===== config.mk =====
export PLATFORM = sky130hd
export DESIGN_NAME = imem_port_arbiter
export DESIGN_NICKNAME = d
export VERILOG_FILES = /design/src/rtl/imem_port_arbiter.sv
export SDC_FILE = /design/constraint.sdc
export NUM_CORES = 1
export LEC_CHECK = 0
export BUFFER_PORTS_ARGS = -buffer_cell sky130_fd_sc_hd__buf_4
export CORE_ASPECT_RATIO = 0.5
export CORE_MARGIN = 5
export CORE_UTILIZATION = 57
export CTS_CLUSTER_SIZE = 8
export DETAILED_ROUTE_END_ITERATION = 10
export HOLD_SLACK_MARGIN = 0.08
export PLACE_DENSITY = 0.85
export SLEW_MARGIN = 20
export SYNTH_ARGS = -nofsm -noshare
export SYNTH_HDL_FRONTEND = slang
export SYNTH_SLANG_ARGS = --single-unit

===== constraint.sdc =====
create_clock -name wb_clk_i -period 4.07 [get_ports wb_clk_i]
set_input_delay 0.6105 -clock wb_clk_i [delete_from_list [all_inputs] [get_ports wb_clk_i]]
set_output_delay 0.6105 -clock wb_clk_i [all_outputs]
set_load 0.03 [all_outputs]

===== src/rtl/imem_port_arbiter.sv =====
// imem_port_arbiter: shares the 256x8 imem between queued host writes and CPU fetches.
// Optional feature: define IMEM_WR_COUNT_EN to add the wr_count commit counter port.
module imem_port_arbiter #(
  parameter int DEPTH        = 4,
  parameter int STARVE_LIMIT = 4
) (
  input  logic        wb_clk_i,
  input  logic        wb_rst_i,
  input  logic        host_we,
  input  logic [7:0]  host_addr,
  input  logic [7:0]  host_data,
  input  logic        cpu_fetch_req,
  input  logic [7:0]  cpu_pc,
  output logic [7:0]  cpu_instr,
  output logic        cpu_instr_valid,
  output logic [7:0]  mem_addr,
  output logic [7:0]  mem_wdata,
  output logic        mem_we,
  output logic        mem_re,
  input  logic [7:0]  mem_rdata,
  output logic        fifo_full,
  output logic        overflow
`ifdef IMEM_WR_COUNT_EN
  ,
  output logic [15:0] wr_count
`endif
);

  localparam int AW = $clog2(DEPTH);
  localparam int CW = $clog2(STARVE_LIMIT + 1);
  localparam logic [AW:0]   FULL_CNT = (AW + 1)'(DEPTH);
  localparam logic [CW-1:0] LIMIT    = CW'(STARVE_LIMIT);

  typedef enum logic [1:0] {
    IDLE  = 2'd0,
    WRITE = 2'd1,
    READ  = 2'd2,
    RESP  = 2'd3
  } state_t;

  state_t state_q;
  state_t state_d;

  logic [7:0]       f_addr [DEPTH];
  logic [7:0]       f_data [DEPTH];
  logic [DEPTH-1:0] f_vld;
  logic [AW-1:0]    rd_ptr;
  logic [AW-1:0]    wr_ptr;
  logic [AW:0]      count_q;
  logic [AW:0]      count_d;

  logic          full;
  logic          empty;
  logic          push;
  logic          pop;
  logic          ovf_set;
  logic          hazard;
  logic          force_rd;
  logic [CW-1:0] starve_q;
  logic [CW-1:0] starve_inc;

  assign full  = (count_q == FULL_CNT);
  assign empty = (count_q == '0);

  // Match the fetch address against every write still waiting in the FIFO.
  always_comb begin
    hazard = 1'b0;
    for (int i = 0; i < DEPTH; i++) begin
      if (f_vld[i] && (f_addr[i] == cpu_pc)) begin
        hazard = 1'b1;
      end
    end
  end

  // Starvation bookkeeping: saturating increment and the forced-fetch condition.
  always_comb begin
    starve_inc = (starve_q == LIMIT) ? LIMIT : starve_q + 1'b1;
    force_rd   = cpu_fetch_req && !hazard && (starve_q == LIMIT);
  end

  // Next-state: forced fetch, then pending writes, then a plain fetch.
  always_comb begin
    state_d = state_q;
    pop     = 1'b0;
    unique case (state_q)
      IDLE: begin
        if (force_rd) begin
          state_d = READ;
        end else if (!empty) begin
          state_d = WRITE;
          pop     = 1'b1;
        end else if (cpu_fetch_req) begin
          state_d = READ;
        end
      end
      WRITE:   state_d = IDLE;
      READ:    state_d = RESP;
      RESP:    state_d = IDLE;
      default: state_d = IDLE;
    endcase
  end

  // A push is accepted when there is room now or a slot frees this cycle.
  always_comb begin
    push    = host_we && (!full || pop);
    ovf_set = host_we && full && !pop;
    count_d = count_q
            + {{AW{1'b0}}, push}
            - {{AW{1'b0}}, pop};
  end

  // State register.
  always_ff @(posedge wb_clk_i) begin
    if (wb_rst_i) begin
      state_q <= IDLE;
    end else begin
      state_q <= state_d;
    end
  end

  // FIFO pointers, occupancy and per-slot valid flags.
  always_ff @(posedge wb_clk_i) begin
    if (wb_rst_i) begin
      rd_ptr  <= '0;
      wr_ptr  <= '0;
      count_q <= '0;
      f_vld   <= '0;
    end else begin
      if (pop) begin
        f_vld[rd_ptr] <= 1'b0;
        rd_ptr        <= rd_ptr + 1'b1;
      end
      if (push) begin
        f_vld[wr_ptr] <= 1'b1;
        wr_ptr        <= wr_ptr + 1'b1;
      end
      count_q <= count_d;
    end
  end

  // FIFO payload storage; contents are don't-care while the slot is invalid.
  always_ff @(posedge wb_clk_i) begin
    if (push) begin
      f_addr[wr_ptr] <= host_addr;
      f_data[wr_ptr] <= host_data;
    end
  end

  // Registered imem port, CPU response, status flags and starvation count.
  always_ff @(posedge wb_clk_i) begin
    if (wb_rst_i) begin
      mem_we          <= 1'b0;
      mem_re          <= 1'b0;
      mem_addr        <= '0;
      mem_wdata       <= '0;
      cpu_instr       <= '0;
      cpu_instr_valid <= 1'b0;
      fifo_full       <= 1'b0;
      overflow        <= 1'b0;
      starve_q        <= '0;
    end else begin
      mem_we          <= 1'b0;
      mem_re          <= 1'b0;
      cpu_instr_valid <= 1'b0;
      fifo_full       <= (count_d == FULL_CNT);
      if (ovf_set) begin
        overflow <= 1'b1;
      end
      unique case (state_q)
        IDLE: begin
          if (pop) begin
            mem_we    <= 1'b1;
            mem_addr  <= f_addr[rd_ptr];
            mem_wdata <= f_data[rd_ptr];
          end else if (state_d == READ) begin
            mem_re   <= 1'b1;
            mem_addr <= cpu_pc;
          end
        end
        WRITE: begin
          starve_q <= cpu_fetch_req ? starve_inc : '0;
        end
        READ: begin
        end
        RESP: begin
          cpu_instr       <= mem_rdata;
          cpu_instr_valid <= 1'b1;
          starve_q        <= '0;
        end
        default: begin
        end
      endcase
    end
  end

`ifdef IMEM_WR_COUNT_EN
  // Saturating count of write commits.
  always_ff @(posedge wb_clk_i) begin
    if (wb_rst_i) begin
      wr_count <= '0;
    end else if ((state_q == WRITE) && (wr_count != 16'hFFFF)) begin
      wr_count <= wr_count + 16'd1;
    end
  end
`endif

endmodule


==> metrics.cfg, run 1 <==
[worst_hold_path]
worst_hold_path_type = in -> reg
hp-start = host_addr[6]
min_path_cells = 1

[final_layout]
finalNonFillerCells = 557
fillCellCount = 618
areaGrowthSynthToFinish_pct = 16.73
drive_above_1_share_pct = 25.00
fin_nets = 484
regArea_mm2 = 0.002863
diodes = 0
multiInputGateArea_mm2 = 0.001877

[sta]
rsz0062_at_grt = no
finalSetupTns_ns = 0
slew_headroom_pct = 44.65
hold_violations = 0
fin_crit_sh_pct = 78.25
layout_min_cycle_time_ns = 3.185
finalMaxSlewViolations = 0
fin_skew_ns = 0.009913
worst_slew_pin_slew_ns = 0.8272
finalSetupViolCount = 0
fmax_mhz = 314.0
whs_ns = 0.4515

[synth]
synth_seq_cells = 111
yosysSeqAreaShare_pct = 57.57
synth-compound-area-share_pct = 8.279
synthTopCellsByArea = edfxtp_1, dfxtp_1, mux4_2
synth_adder_area_share_pct = 3.422
yosysTopAreaCell = edfxtp_1
yosys.area_share.xor_xnor_pct = 5.989
synth.distinct_cells = 43
avgSynthCellArea_um2 = 13.08
yosysTopAreaCellShare_pct = 38.65
synth_fp_nets = 429
synth-simple-area-share_pct = 9.965
syn_inst = 380
synth_top_family_by_area = multiplexers
synth_warnings = 0
synthesis.area_mm2 = 0.004972
synthMuxAreaShare_pct = 10.09

[global_route]
grt_pass1_wl_um = 15820
grt_max_degree = 59
globalRouteOverflowTotal = 0
grt_use_total_pct = 18.92
first_global_vias = 3102
antenna_found_initial = 0

[critical_path]
crit_chain = nor2_1, nand2_1, a21o_1, inv_4, ha_1, inv_1, ha_1, fa_1, xnor2_1, xnor2_1, nor4_1
endpoint_kind = flip-flop
crit_path_start_kind = flip-flop
rr_startpoint = state_q[1]$_SDFF_PP0_
path_class = reg -> reg
crit_cells = 11
path_buf_inv = 2
crit_fanout = 14
cp.arrival_ns = 3.40
worstRegToRegCells = 11
cp_top_family = simple AND/OR/NAND/NOR gates
cp_slowest_cell = nor2_1
cp.required_ns = 4.29
crit_start = state_q[1]$_SDFF_PP0_
critPathMaxStageDelay_ns = 0.70

[route]
drt_first_pass_iters = 4
avgViaCountPerCell = 5.456
final_antenna_net_count = 0
drc = 0
drtIter0Drc = 187
via_count = 3039
totalWireLength_um = 9700
post_drt_wl_per_cell_um = 17.41

[power]
ir_drop_v = 0.0003032
power.density_mw_per_mm2 = 627.7
power_leakage_nw = 2.153

[floorplanning]
dieHeight_um = 76.05
rows = 24
start_util_pct = 57.69
placeableCoreArea_mm2 = 0.008618
num_io_pins = 65
dieArea_mm2 = 0.01080
die_x_um = 142.1

[clocking]
cts.htree.levels = 3
cts_made_buffers = 9
cts.clk_slew.worst_paths_ns = 0.08
clockBufferDepth = 2
postCtsSetupBuffers = 0
cts_tree = done
clk_latency_ns = 0.35
holdBufCountCts = 0
cts_resized = 0
cts_root_buf = clkbuf_16
cts_num_sinks = 111

[run_status]
status = completed

[placed_design]
gp_congestion = 0.8906
placed_cells = 541
io_buffer_count = 64
dp_hpwl_um = 6873

[flow_run]
cap_violations = 0

==> cell usage after synthesis <==
master / n
nor2b_1: 6
or3_1: 1
nand4_1: 5
nand2b_1: 24
xnor2_1: 28
fa_1: 1
inv_4: 1
nor3b_1: 2
a211oi_1: 8
o2bb2ai_1: 4
and2_1: 4
nor3_1: 4
a21oi_1: 17
buf_2: 4
nor4_2: 1
mux2_4: 2
o21a_1: 2
clkbuf_1: 11
edfxtp_1: 64
nor2_1: 11
mux4_2: 16
a311oi_4: 1
o21bai_1: 8
nand3b_1: 1
a21o_1: 1
a22o_1: 3
dfxtp_1: 47
inv_1: 19
nand2_1: 12
a31oi_1: 3
a311oi_1: 8
nor4bb_1: 1
mux2_2: 1
a21boi_0: 1
buf_6: 3
mux2i_1: 10
nor4_1: 2
buf_1: 2
or2_2: 1
xor2_1: 6
nand3_1: 15
ha_1: 12
buf_4: 7
==> cell families (layout without fill, tap and decap cells) <==
| group | after synthesis | count (layout) |
|---|---|---|
| multiplexers | 29 | 29 |
| buffers and inverters | 47 | 107 |
| XOR/XNOR | 34 | 34 |
| flip-flops | 111 | 111 |
| AND/OR/NAND/NOR | 90 | 90 |
| adder cells (fa/ha/maj) | 13 | 13 |
| AO/OA/AOI/OAI | 56 | 56 |
==> routing by layer <==
layer,routed length [µm],GRT usage (%)
met2,4413,29.59
met4,123,4.693
met3,574,6.583
met5,0,0
met1,4589,25.49
==> power breakdown <==
part	internal [mW]	leakage, nW	switching [mW]
registers	1.39	0.973	0.194
logic	0.541	1.03	0.644
clock network	0.441	0.148	0.437
total	2.37	2.15	1.28
==> layout by cell type, fill, tap and decap left out, types with 3 or more instances in the layout <==
master,Yosys,routed
xnor2_1,28,28
a21oi_1,17,17
o21bai_1,8,8
nand4_1,5,5
nor3_1,4,4
ha_1,12,12
nor2b_1,6,6
nand2_1,12,12
xor2_1,6,6
a22o_1,3,3
nand3_1,15,15
mux2i_1,10,10
edfxtp_1,64,64
nor2_1,11,11
a31oi_1,3,3
buf_4,7,71
mux4_2,16,16
o2bb2ai_1,4,4
nand2b_1,24,24
inv_1,19,19
a211oi_1,8,8
a311oi_1,8,8
clkbuf_16,0,9
and2_1,4,4
dfxtp_1,47,47
inv_8,0,3
==> state kept, by name, indices dropped and copies added, names as in the netlist, 2 cells and up, named ones only <==
name	flops
count_q	3
state_q	2
f_addr	32
starve_q	3
cpu_instr	8
f_data	32
wr_ptr	2
mem_wdata	8
f_vld	4
mem_addr	8
rd_ptr	2
==> area by class of cell <==
class,instances,area share (%)
timing repair buffer,71,9.183
clock buffer,9,3.880
sequential,111,49.32
multi-input combinational,222,32.33
inverter,20,1.336
tap,117,2.522
clock inverter,7,1.423
==> final timing paths <==
path / slack, ns / end
hold reg to reg: 0.46 / cpu_instr[1]$_SDFFE_PP0P_
setup / recovery: 0.89 / fifo_full$_SDFF_PP0_
setup reg to reg: 0.89 / fifo_full$_SDFF_PP0_
hold / removal: 0.45 / f_addr[1][6]$_DFFE_PP_
==> through the flow <==
step | setup slack (ns) | instance area (µm²) | util [%] | total power, mW
floorplan | 0.8345 | 4972 | - | 2.435
finish | 0.8854 | 5804 | 67.35 | 3.643
global placement | 0.6812 | 5497 | 63.78 | 2.762
global route | 0.5519 | 5804 | 67.35 | 3.860
detailed placement | 0.6230 | 5497 | 63.78 | 2.790
CTS | 0.9142 | 5804 | 67.35 | 3.678
Power figures use the tool's default switching activity.
==> run 2, diff against run 1 <==
- ABC_AREA: unset -> 1
- clock period: 4.07 -> 3.05 ns (I/O delays scaled with it)
==> run 2 against run 1 <==
  * First-iteration DRC count rose by 130%
  * Cell area rose by 1.5%
  * Clock skew rose by 0.0017 ns
  * Routed wire length rose by 19%
  * Clock power rose by 28%
  * Non-clock buffer count rose by 4
  * Hold slack got worse by 0.15 ns
  * Critical endpoint unchanged
  * Total power rose by 43%
  * Clock-buffer cell count rose by 1
  * Critical path depth rose by 7
==> metrics.cfg, run 2 <==
[placed_design]
dp_hpwl_um = 7953
io_buffer_count = 64
gp_congestion = 0.9337

[sta]
rsz0062_at_grt = no
hold_violations = 0
finalSetupViolCount = 0
finalMaxSlewViolations = 0
layout_min_cycle_time_ns = 2.657
fin_skew_ns = 0.01165
finalSetupTns_ns = 0
worst_slew_pin_slew_ns = 0.7139
fmax_mhz = 376.4
fin_crit_sh_pct = 87.11
slew_headroom_pct = 52.35
whs_ns = 0.3000

[power]
ir_drop_v = 0.0004373
power_leakage_nw = 2.534
finalPower_mw = 5.193
power.density_mw_per_mm2 = 881.6

[floorplanning]
placeableCoreArea_mm2 = 0.008618
die_x_um = 142.3
dieHeight_um = 76.16
start_util_pct = 57.90
dieArea_mm2 = 0.01084
num_io_pins = 65
rows = 24

[flow_run]
cap_violations = 0

[global_route]
first_global_vias = 4093
grt_pass1_wl_um = 19240
grt_use_total_pct = 22.33
grt_max_degree = 25
antenna_found_initial = 0
globalRouteOverflowTotal = 0

[worst_hold_path]
min_path_cells = 1
worst_hold_path_type = in -> reg

[synth]
yosysSeqAreaShare_pct = 57.37
synthFlopType = edfxtp_1
synth_warnings = 0
synth_edf_count = 64
synthesis.area_mm2 = 0.004990
synth_fp_nets = 595
avgSynthCellArea_um2 = 9.139
yosysTopAreaCell = edfxtp_1
synth_common_cells = nand2_1, nor2_1, edfxtp_1
synth.distinct_cells = 36
yosysTopAreaCellShare_pct = 38.52
synthTopCellsByArea = edfxtp_1, dfxtp_1, nand2_1
syn_inst = 546
async_flop_share_pct = 0
synth_most_common_cell = nand2_1
synth_seq_cells = 111

[route]
route.met3.wl_um = 885
drtIter0Drc = 438
drt_first_pass_iters = 5
totalWireLength_um = 11590
avgViaCountPerCell = 5.511
final_antenna_net_count = 0
met1_length_um = 4722
drc = 0
top_layer_used = met4
post_drt_wl_per_cell_um = 15.74
wl_met2_um = 5705
via_count = 4056

[clocking]
clockBufferDepth = 2
cts.htree.levels = 3
cts.clk_slew.worst_paths_ns = 0.08
cts_made_buffers = 9
cts_root_buf = clkbuf_16
holdBufCountCts = 0
clk_latency_ns = 0.36
cts_num_sinks = 111
postCtsSetupBuffers = 0
cts_tree = done
cts_resized = 0

[critical_path]
worstRegToRegCells = 18
crit_fanout = 9
endpoint_kind = flip-flop
cp.arrival_ns = 2.93
path_class = reg -> reg
cp.required_ns = 3.33
crit_path_start_kind = flip-flop

[run_status]
status = completed

[final_layout]
final_common_cell = nand2_1
areaGrowthSynthToFinish_pct = 18.05
mostFrequentLayoutCells = nand2_1, nor2_1, buf_4
top_regs = f_addr x32, f_data x32
drive_above_1_share_pct = 17.12
diodes = 0
fin_nets = 663

## run 2: layout make-up
type                       instances  area (µm²)
sequential                       111        2863
fill                             665        2728
multi-input combinational        356        1809
timing repair buffer              75       563.0
inverter                          61       230.2
clock buffer                      10       229.0
tap                              117       146.4
clock inverter                     6       50.05
## run 2: where the power goes
part | internal (mW) | switching [mW] | total (mW)
clock network | 0.570 | 0.547 | 1.12
registers | 1.85 | 0.221 | 2.07
logic | 0.690 | 1.31 | 2.00
## run 2: cells by family after synthesis
family | after synthesis | synth area share (%)
flip-flops | 111 | 57.37
AND/OR/NAND/NOR | 243 | 20.99
XOR/XNOR | 9 | 1.580
buffers and inverters | 79 | 6.369
AO/OA/AOI/OAI | 91 | 10.28
adder cells (fa/ha/maj) | 13 | 3.410
## run 2: metrics by stage
| stage | util (%) | setup WS, ns | area, µm² | instances |
|---|---|---|---|---|
| 2_1_floorplan | - | 0.3684 | 4990 | 546 |
| 3_3_place_gp | 65.11 | 0.2536 | 5612 | 720 |
| 3_5_place_dp | 65.11 | 0.2006 | 5612 | 720 |
| 4_1_cts | 68.35 | 0.3930 | 5891 | 736 |
| 5_1_grt | 68.35 | 0.1423 | 5891 | 736 |
| 6_report | 68.35 | 0.3930 | 5891 | 736 |
## run 2: worst max-delay path, cell delays in order (launching register included)
cell and delay [ns]:
edfxtp_1 0.39, inv_1 0.07, nand2_1 0.07, nand2_1 0.05, nor2_1 0.15, nand3_1 0.09, nor2_1 0.12, nor2_2 0.06
nand3_4 0.08, nand2_2 0.08, nand2_4 0.10, nand2_1 0.06, ha_1 0.27, inv_1 0.04, ha_1 0.18, fa_1 0.38
xor2_1 0.17, nand2_1 0.08, nor3_1 0.15
## run 2: per-layer routing
layer,up-vias,GRT usage [%]
li1,1956,-
met1,1908,28.05
met2,164,37.63
met3,28,5.705
met4,0,7.685
met5,-,0
## run 2: worst paths after layout
| check | startpoint | end | slack, ns |
|---|---|---|---|
| worst max register to register | f_addr[1][7]$_DFFE_PP_ | fifo_full$_SDFF_PP0_ | 0.39 |
| worst max-delay path | f_addr[1][7]$_DFFE_PP_ | fifo_full$_SDFF_PP0_ | 0.39 |
| worst min register to register | mem_wdata[0]$_SDFFE_PP0P_ | mem_wdata[0]$_SDFFE_PP0P_ | 0.48 |
| worst min-delay path | host_data[6] | f_data[1][6]$_DFFE_PP_ | 0.30 |
